[src/rtl/silife_grid_engine_pkg.sv]
// Shared definitions for the SiLife grid engine: FSM state encoding and the
// default grid geometry used by the engine and its row-rule helper.
package silife_grid_engine_pkg;

    localparam int DEFAULT_ROWS = 32;
    localparam int DEFAULT_COLS = 8;
    localparam int GEN_WIDTH    = 16;

    typedef enum logic [1:0] {
        ST_IDLE  = 2'd0,
        ST_PRIME = 2'd1,
        ST_SWEEP = 2'd2
    } state_t;

endpackage

[src/rtl/silife_grid_engine_row_rule.sv]
// Combinational Game-of-Life rule for one row. Given the rows above (prev),
// at (cur) and below (nxt), produce the next-generation value of cur.
// Columns beyond the row ends wrap around when WRAP is set, otherwise read dead.
module silife_row_rule
    import silife_grid_engine_pkg::*;
#(
    parameter int COLS = DEFAULT_COLS,
    parameter bit WRAP = 1'b1
)(
    input  logic [COLS-1:0] i_prevRow,
    input  logic [COLS-1:0] i_curRow,
    input  logic [COLS-1:0] i_nxtRow,
    output logic [COLS-1:0] o_nextRow
);

    // Each row is padded with one cell on both sides: index c+1 is column c,
    // index 0 is the column left of 0 and index COLS+1 the column right of COLS-1.
    logic [COLS+1:0] w_prevExt;
    logic [COLS+1:0] w_curExt;
    logic [COLS+1:0] w_nxtExt;

    assign w_prevExt = {(WRAP ? i_prevRow[0] : 1'b0), i_prevRow, (WRAP ? i_prevRow[COLS-1] : 1'b0)};
    assign w_curExt  = {(WRAP ? i_curRow[0]  : 1'b0), i_curRow,  (WRAP ? i_curRow[COLS-1]  : 1'b0)};
    assign w_nxtExt  = {(WRAP ? i_nxtRow[0]  : 1'b0), i_nxtRow,  (WRAP ? i_nxtRow[COLS-1]  : 1'b0)};

    // Count the eight neighbours of every column and apply birth-on-3 / survive-on-2.
    always_comb begin : ruleLoop
        logic [3:0] w_count;
        w_count   = '0;
        o_nextRow = '0;
        for (int c = 0; c < COLS; c++) begin
            w_count = 4'(w_prevExt[c]) + 4'(w_prevExt[c+1]) + 4'(w_prevExt[c+2])
                    + 4'(w_curExt[c])                       + 4'(w_curExt[c+2])
                    + 4'(w_nxtExt[c])  + 4'(w_nxtExt[c+1])  + 4'(w_nxtExt[c+2]);
            o_nextRow[c] = (w_count == 4'd3) || (i_curRow[c] && (w_count == 4'd2));
        end
    end

endmodule

[src/rtl/silife_grid_engine.sv]
// SiLife cell store and generation engine. Holds a ROWS x COLS grid in flops,
// accepts row writes while idle and, on a step request, rewrites the grid in
// place one row per cycle through a prev/cur/nxt window. Row 0's original
// value is saved up front because it is overwritten before the last row needs it.
module silife_grid_engine
    import silife_grid_engine_pkg::*;
#(
    parameter  int ROWS = DEFAULT_ROWS,
    parameter  int COLS = DEFAULT_COLS,
    parameter  bit WRAP = 1'b1,
    localparam int RW   = $clog2(ROWS)
)(
    input  logic                 clk,
    input  logic                 rst_n,
    input  logic                 i_en,
    input  logic                 i_wrEn,
    input  logic [RW-1:0]        i_rowSelect,
    input  logic [COLS-1:0]      i_cellsIn,
    input  logic                 i_step,
    input  logic [RW-1:0]        i_rdRow,
    output logic [COLS-1:0]      o_rdCells,
    output logic                 o_busy,
    output logic [GEN_WIDTH-1:0] o_generation
);

    state_t                r_state;
    logic [RW-1:0]         r_rowPtr;
    logic [COLS-1:0]       r_prevRow;
    logic [COLS-1:0]       r_curRow;
    logic [COLS-1:0]       r_row0Save;
    logic [COLS-1:0]       r_mem [ROWS];
    logic [GEN_WIDTH-1:0]  r_generation;
    logic                  r_busy;

    logic                  w_lastRow;
    logic [RW-1:0]         w_rowPtrInc;
    logic [COLS-1:0]       w_nxtRow;
    logic [COLS-1:0]       w_newRow;

    assign w_lastRow   = (r_rowPtr == RW'(ROWS - 1));
    assign w_rowPtrInc = r_rowPtr + RW'(1);
    assign w_nxtRow    = w_lastRow ? (WRAP ? r_row0Save : '0) : r_mem[w_rowPtrInc];

    silife_row_rule #(
        .COLS (COLS),
        .WRAP (WRAP)
    ) u_rowRule (
        .i_prevRow (r_prevRow),
        .i_curRow  (r_curRow),
        .i_nxtRow  (w_nxtRow),
        .o_nextRow (w_newRow)
    );

    // Control FSM, grid store and sweep window; everything freezes while i_en is low.
    always_ff @(posedge clk) begin
        if (!rst_n) begin
            r_state      <= ST_IDLE;
            r_rowPtr     <= '0;
            r_prevRow    <= '0;
            r_curRow     <= '0;
            r_row0Save   <= '0;
            r_generation <= '0;
            r_busy       <= 1'b0;
            for (int i = 0; i < ROWS; i++) begin
                r_mem[i] <= '0;
            end
        end else if (i_en) begin
            case (r_state)
                ST_IDLE: begin
                    if (i_wrEn) begin
                        r_mem[i_rowSelect] <= i_cellsIn;
                    end else if (i_step) begin
                        r_state <= ST_PRIME;
                        r_busy  <= 1'b1;
                    end
                end
                ST_PRIME: begin
                    r_prevRow  <= WRAP ? r_mem[ROWS-1] : '0;
                    r_curRow   <= r_mem[0];
                    r_row0Save <= r_mem[0];
                    r_rowPtr   <= '0;
                    r_state    <= ST_SWEEP;
                end
                ST_SWEEP: begin
                    r_mem[r_rowPtr] <= w_newRow;
                    r_prevRow       <= r_curRow;
                    r_curRow        <= w_nxtRow;
                    r_rowPtr        <= w_rowPtrInc;
                    if (w_lastRow) begin
                        r_rowPtr     <= '0;
                        r_state      <= ST_IDLE;
                        r_busy       <= 1'b0;
                        r_generation <= r_generation + GEN_WIDTH'(1);
                    end
                end
                default: begin
                    r_state <= ST_IDLE;
                    r_busy  <= 1'b0;
                end
            endcase
        end
    end

    assign o_rdCells    = r_mem[i_rdRow];
    assign o_busy       = r_busy;
    assign o_generation = r_generation;

endmodule

[config.mk]
export PLATFORM = sky130hd
export DESIGN_NAME = silife_grid_engine
export DESIGN_NICKNAME = d
export VERILOG_FILES = /design/src/rtl/silife_grid_engine_pkg.sv /design/src/rtl/silife_grid_engine_row_rule.sv /design/src/rtl/silife_grid_engine.sv
export SDC_FILE = /design/constraint.sdc
export NUM_CORES = 1
export LEC_CHECK = 0
export ABC_CLOCK_PERIOD_IN_PS = 6400
export CAP_MARGIN = 0
export CORE_ASPECT_RATIO = 0.5
export CORE_MARGIN = 10
export CORE_UTILIZATION = 65
export CTS_BUF_LIST = sky130_fd_sc_hd__clkbuf_4 sky130_fd_sc_hd__clkbuf_8
export CTS_CLUSTER_SIZE = 24
export DETAILED_ROUTE_END_ITERATION = 7
export GPL_TIMING_DRIVEN = 0
export PLACE_DENSITY_LB_ADDON = 0.12
export SLEW_MARGIN = 20
export SYNTH_ARGS = -nofsm -noshare
export SYNTH_HDL_FRONTEND = slang
export SYNTH_SLANG_ARGS = --single-unit
[constraint.sdc]
create_clock -name clk -period 6.4 [get_ports clk]
set_clock_uncertainty 0.2 [all_clocks]
set_input_delay 1.28 -clock clk [delete_from_list [all_inputs] [get_ports clk]]
set_output_delay 1.28 -clock clk [all_outputs]
set_load 0.01 [all_outputs]
==> results.sh <==
export IMPL_dieArea_um2=33700
export IMPL_synth_async_reset_ratio_pct=0
export IMPL_core_um2=25500
export IMPL_cts_made_buffers=43
export IMPL_place_congestion=1.09
export IMPL_worst_pin_slew_ns=1.24
export IMPL_synth_fp_nets=1470
export IMPL_fin_ws_ns=0.0300
export IMPL_grt_pass1_vias=12430
export IMPL_ctsRootBufferMaster="clkbuf_8"
export IMPL_fp_row_count=41
export IMPL_cp_arrival_ns=6.48
export IMPL_ys_seq_area_share_pct=50.5
export IMPL_cts_setup_buffers=0
export IMPL_cts_tree="yes"
export IMPL_netlist_area_um2=17100
export IMPL_synth_edf_count=256
export IMPL_p_leak_nw=6.79
export IMPL_synth_main_ff_cell="edfxtp_1"
export IMPL_cp_required_ns=6.51
export IMPL_finalInstanceArea_um2=18900
export IMPL_firstDrtPassIters=7
export IMPL_maxCapViolCount=0
export IMPL_vias=12902
export IMPL_dpl_cell_area_um2=18000
export IMPL_relSlewSlack_pct=17.0
export IMPL_cts_clk_slew_worst_paths_ns=0.08
export IMPL_syn_to_final_growth_pct=10.0
export IMPL_grtUsageTotal_pct=31.0
export IMPL_clock_latency_ns=0.62
export IMPL_avgSynthCellArea_um2=12.4
export IMPL_worst_r2r_setup_slack_ns=0.03
export IMPL_hold_viol_final=0
export IMPL_status="complete, no violations"
export IMPL_utilization_pct=73.8
export IMPL_drcViolationCount=0
export IMPL_holdBufCountCts=0
export IMPL_period_share_pct=99.5
export IMPL_path_max_fanout=10
export IMPL_drtAntennaViolNets=0
export IMPL_start_util_pct=67.1
export IMPL_h_tree_depth=2
export IMPL_startpoint_type="flop"
export IMPL_dp_hpwl_um=39200
export IMPL_synthCells=1385
export IMPL_grt_antenna_before_repair=2
export IMPL_viasPerCell=6.99
export IMPL_wirelength_um=52700
export IMPL_worstSetupEndpointType="flop"
export IMPL_worstSetupPathType="flop to flop"
export IMPL_ys_ff_latch=304
export IMPL_drtIter0Drc=1970
export IMPL_mostFrequentLayoutCells="nor2_1, edfxtp_1, nand2_1"
export IMPL_setup_viol=0
export IMPL_nets=1556
export IMPL_place_port_buffers=42
export IMPL_n_antenna_cell=0
export IMPL_fmax_mhz=157
export IMPL_ys_types=47
export IMPL_fp_dieW_um=250
export IMPL_mostFrequentLayoutCell="nor2_1"
export IMPL_grt_pass1_wl_um=78000
export IMPL_clockBufferDepth=3
export IMPL_drive_gt1_share_pct=17.8
export IMPL_yosysWarnings=0
export IMPL_die_y_um=135
export IMPL_power_ir_vdd_worst_mv=0.164
export IMPL_final_max_slew_viol_count=0
export IMPL_pre_cts_slack_ns=-0.292
export IMPL_holdCritPathClass="flop to flop"
export IMPL_wire_per_inst_um=28.6
export IMPL_fin_crit_ns=6.37
export IMPL_io_pins=48
export IMPL_rsz0062_at_grt="yes"
export IMPL_grt_start_max_net_pins=12
export IMPL_overflow=0
export IMPL_cts_sinks=304
export IMPL_p_per_area_nw_per_um2=231
==> metal layers <==
| layer | track usage (%) | wire length, um | vias up |
|---|---|---|---|
| li1 | - | - | 5257 |
| met1 | 40.9 | 19200 | 6383 |
| met5 | 0 | 125 | - |
| met4 | 8.27 | 1490 | 5 |
| met3 | 16.2 | 9930 | 145 |
| met2 | 44.3 | 22000 | 1112 |
==> metrics by stage <==
step	TNS, ns	hold slack, ns	power [mW]	instances
floorplan	0	0.257	2.63	1385
global placement	-3.51	0.278	2.80	1771
detailed placement	-15.09	0.290	2.82	1771
CTS	0	0.306	4.32	1847
global route	-0.0315	0.323	4.47	1846
finish	0	0.301	4.36	1846
==> what timing repair did <==
item,in CTS,in global routing
endpoints found under the setup margin,141,166
resized for setup,5,7
pin swaps,0,0
==> worst max-delay path, stage by stage (launching register included) <==
cell,delay [ns]
dfxtp_1,0.38
ha_1,0.50
buf_4,0.34
buf_4,0.31
buf_4,0.30
mux4_2,0.40
nand2_1,0.09
nand4_1,0.22
nand4_1,0.31
o21a_1,0.26
fa_1,0.44
inv_1,0.08
fa_1,0.19
inv_1,0.06
fa_1,0.48
nor3_1,0.06
a22oi_1,0.73
clkbuf_1,0.65
nor2_1,0.09
==> synth_stat cells, types with 2 or more instances <==
cell	count	area (um2)
nand3_1	36	180
xnor2_1	7	61.3
nor4_1	8	50.1
buf_6	2	22.5
ha_1	30	375
nor3_1	14	70.1
buf_1	2	7.51
o211ai_1	8	60.1
inv_1	69	259
nor2_1	268	1010
a21oi_1	9	45.0
or3_1	5	31.3
and3_1	4	25.0
o211a_1	8	80.1
mux2i_1	17	170
o22ai_1	3	18.8
edfxtp_1	256	7690
buf_2	21	105
mux4_2	144	3240
xor2_1	9	78.8
a21boi_0	13	97.6
nand4_1	42	263
a211oi_1	4	30.0
a31oi_1	2	12.5
and2_1	16	100
fa_1	32	641
dfxtp_1	48	961
clkbuf_1	59	221
o21ai_0	19	95.1
nand2b_1	10	62.6
mux2_2	11	124
buf_4	10	75.1
o21a_1	6	45.0
nor2b_1	8	50.1
a21oi_2	2	17.5
nand2_1	166	623
a22oi_1	4	30.0
nand3b_1	4	30.0
==> state kept, by name, summed over array words and instances (netlist names) <==
name / flops
r_row0Save: 8
o_busy: 1
r_state: 2
o_generation: 16
r_prevRow: 8
r_curRow: 8
r_rowPtr: 5
r_mem: 256
==> cell type report <==
class,count,area [um2]
flip-flops and latches,304,8650
multi-input cells,918,7850
fillers,1716,6690
clock buffers,59,743
well taps,344,430
plain buffers,93,429
repair buffers,42,420
inverters,69,259
clock inverters,17,82.6
==> power by group <==
part	leakage, nW	total, mW	internal (mW)	switching, mW
sequential	3.04	2.26	2.21	0.0512
clock	0.439	1.56	0.755	0.802
combinational	3.32	0.543	0.220	0.323
==> path summary, 6_finish.rpt <==
kind                      start       endpoint  cells after the start
setup reg to reg    r_rowPtr[1]    r_mem[1][2]                     18
hold / removal    r_row0Save[6]  r_row0Save[6]                      2
setup / recovery    r_rowPtr[1]    r_mem[1][2]                     18
hold reg to reg   r_row0Save[6]  r_row0Save[6]                      2
==> logic make-up (layout without fill, tap and decap cells) <==
logic type	after synthesis	in the layout	share of synthesized area, %
buffers and inverters	163	280	4.03
XOR/XNOR	16	16	0.818
adder cells (fa/ha/maj)	62	62	5.93
multiplexers	172	172	20.6
AO/OA/AOI/OAI	84	84	3.44
AND/OR/NAND/NOR	584	584	14.7
flip-flops	304	304	50.5
Power figures use the tool's default switching activity.
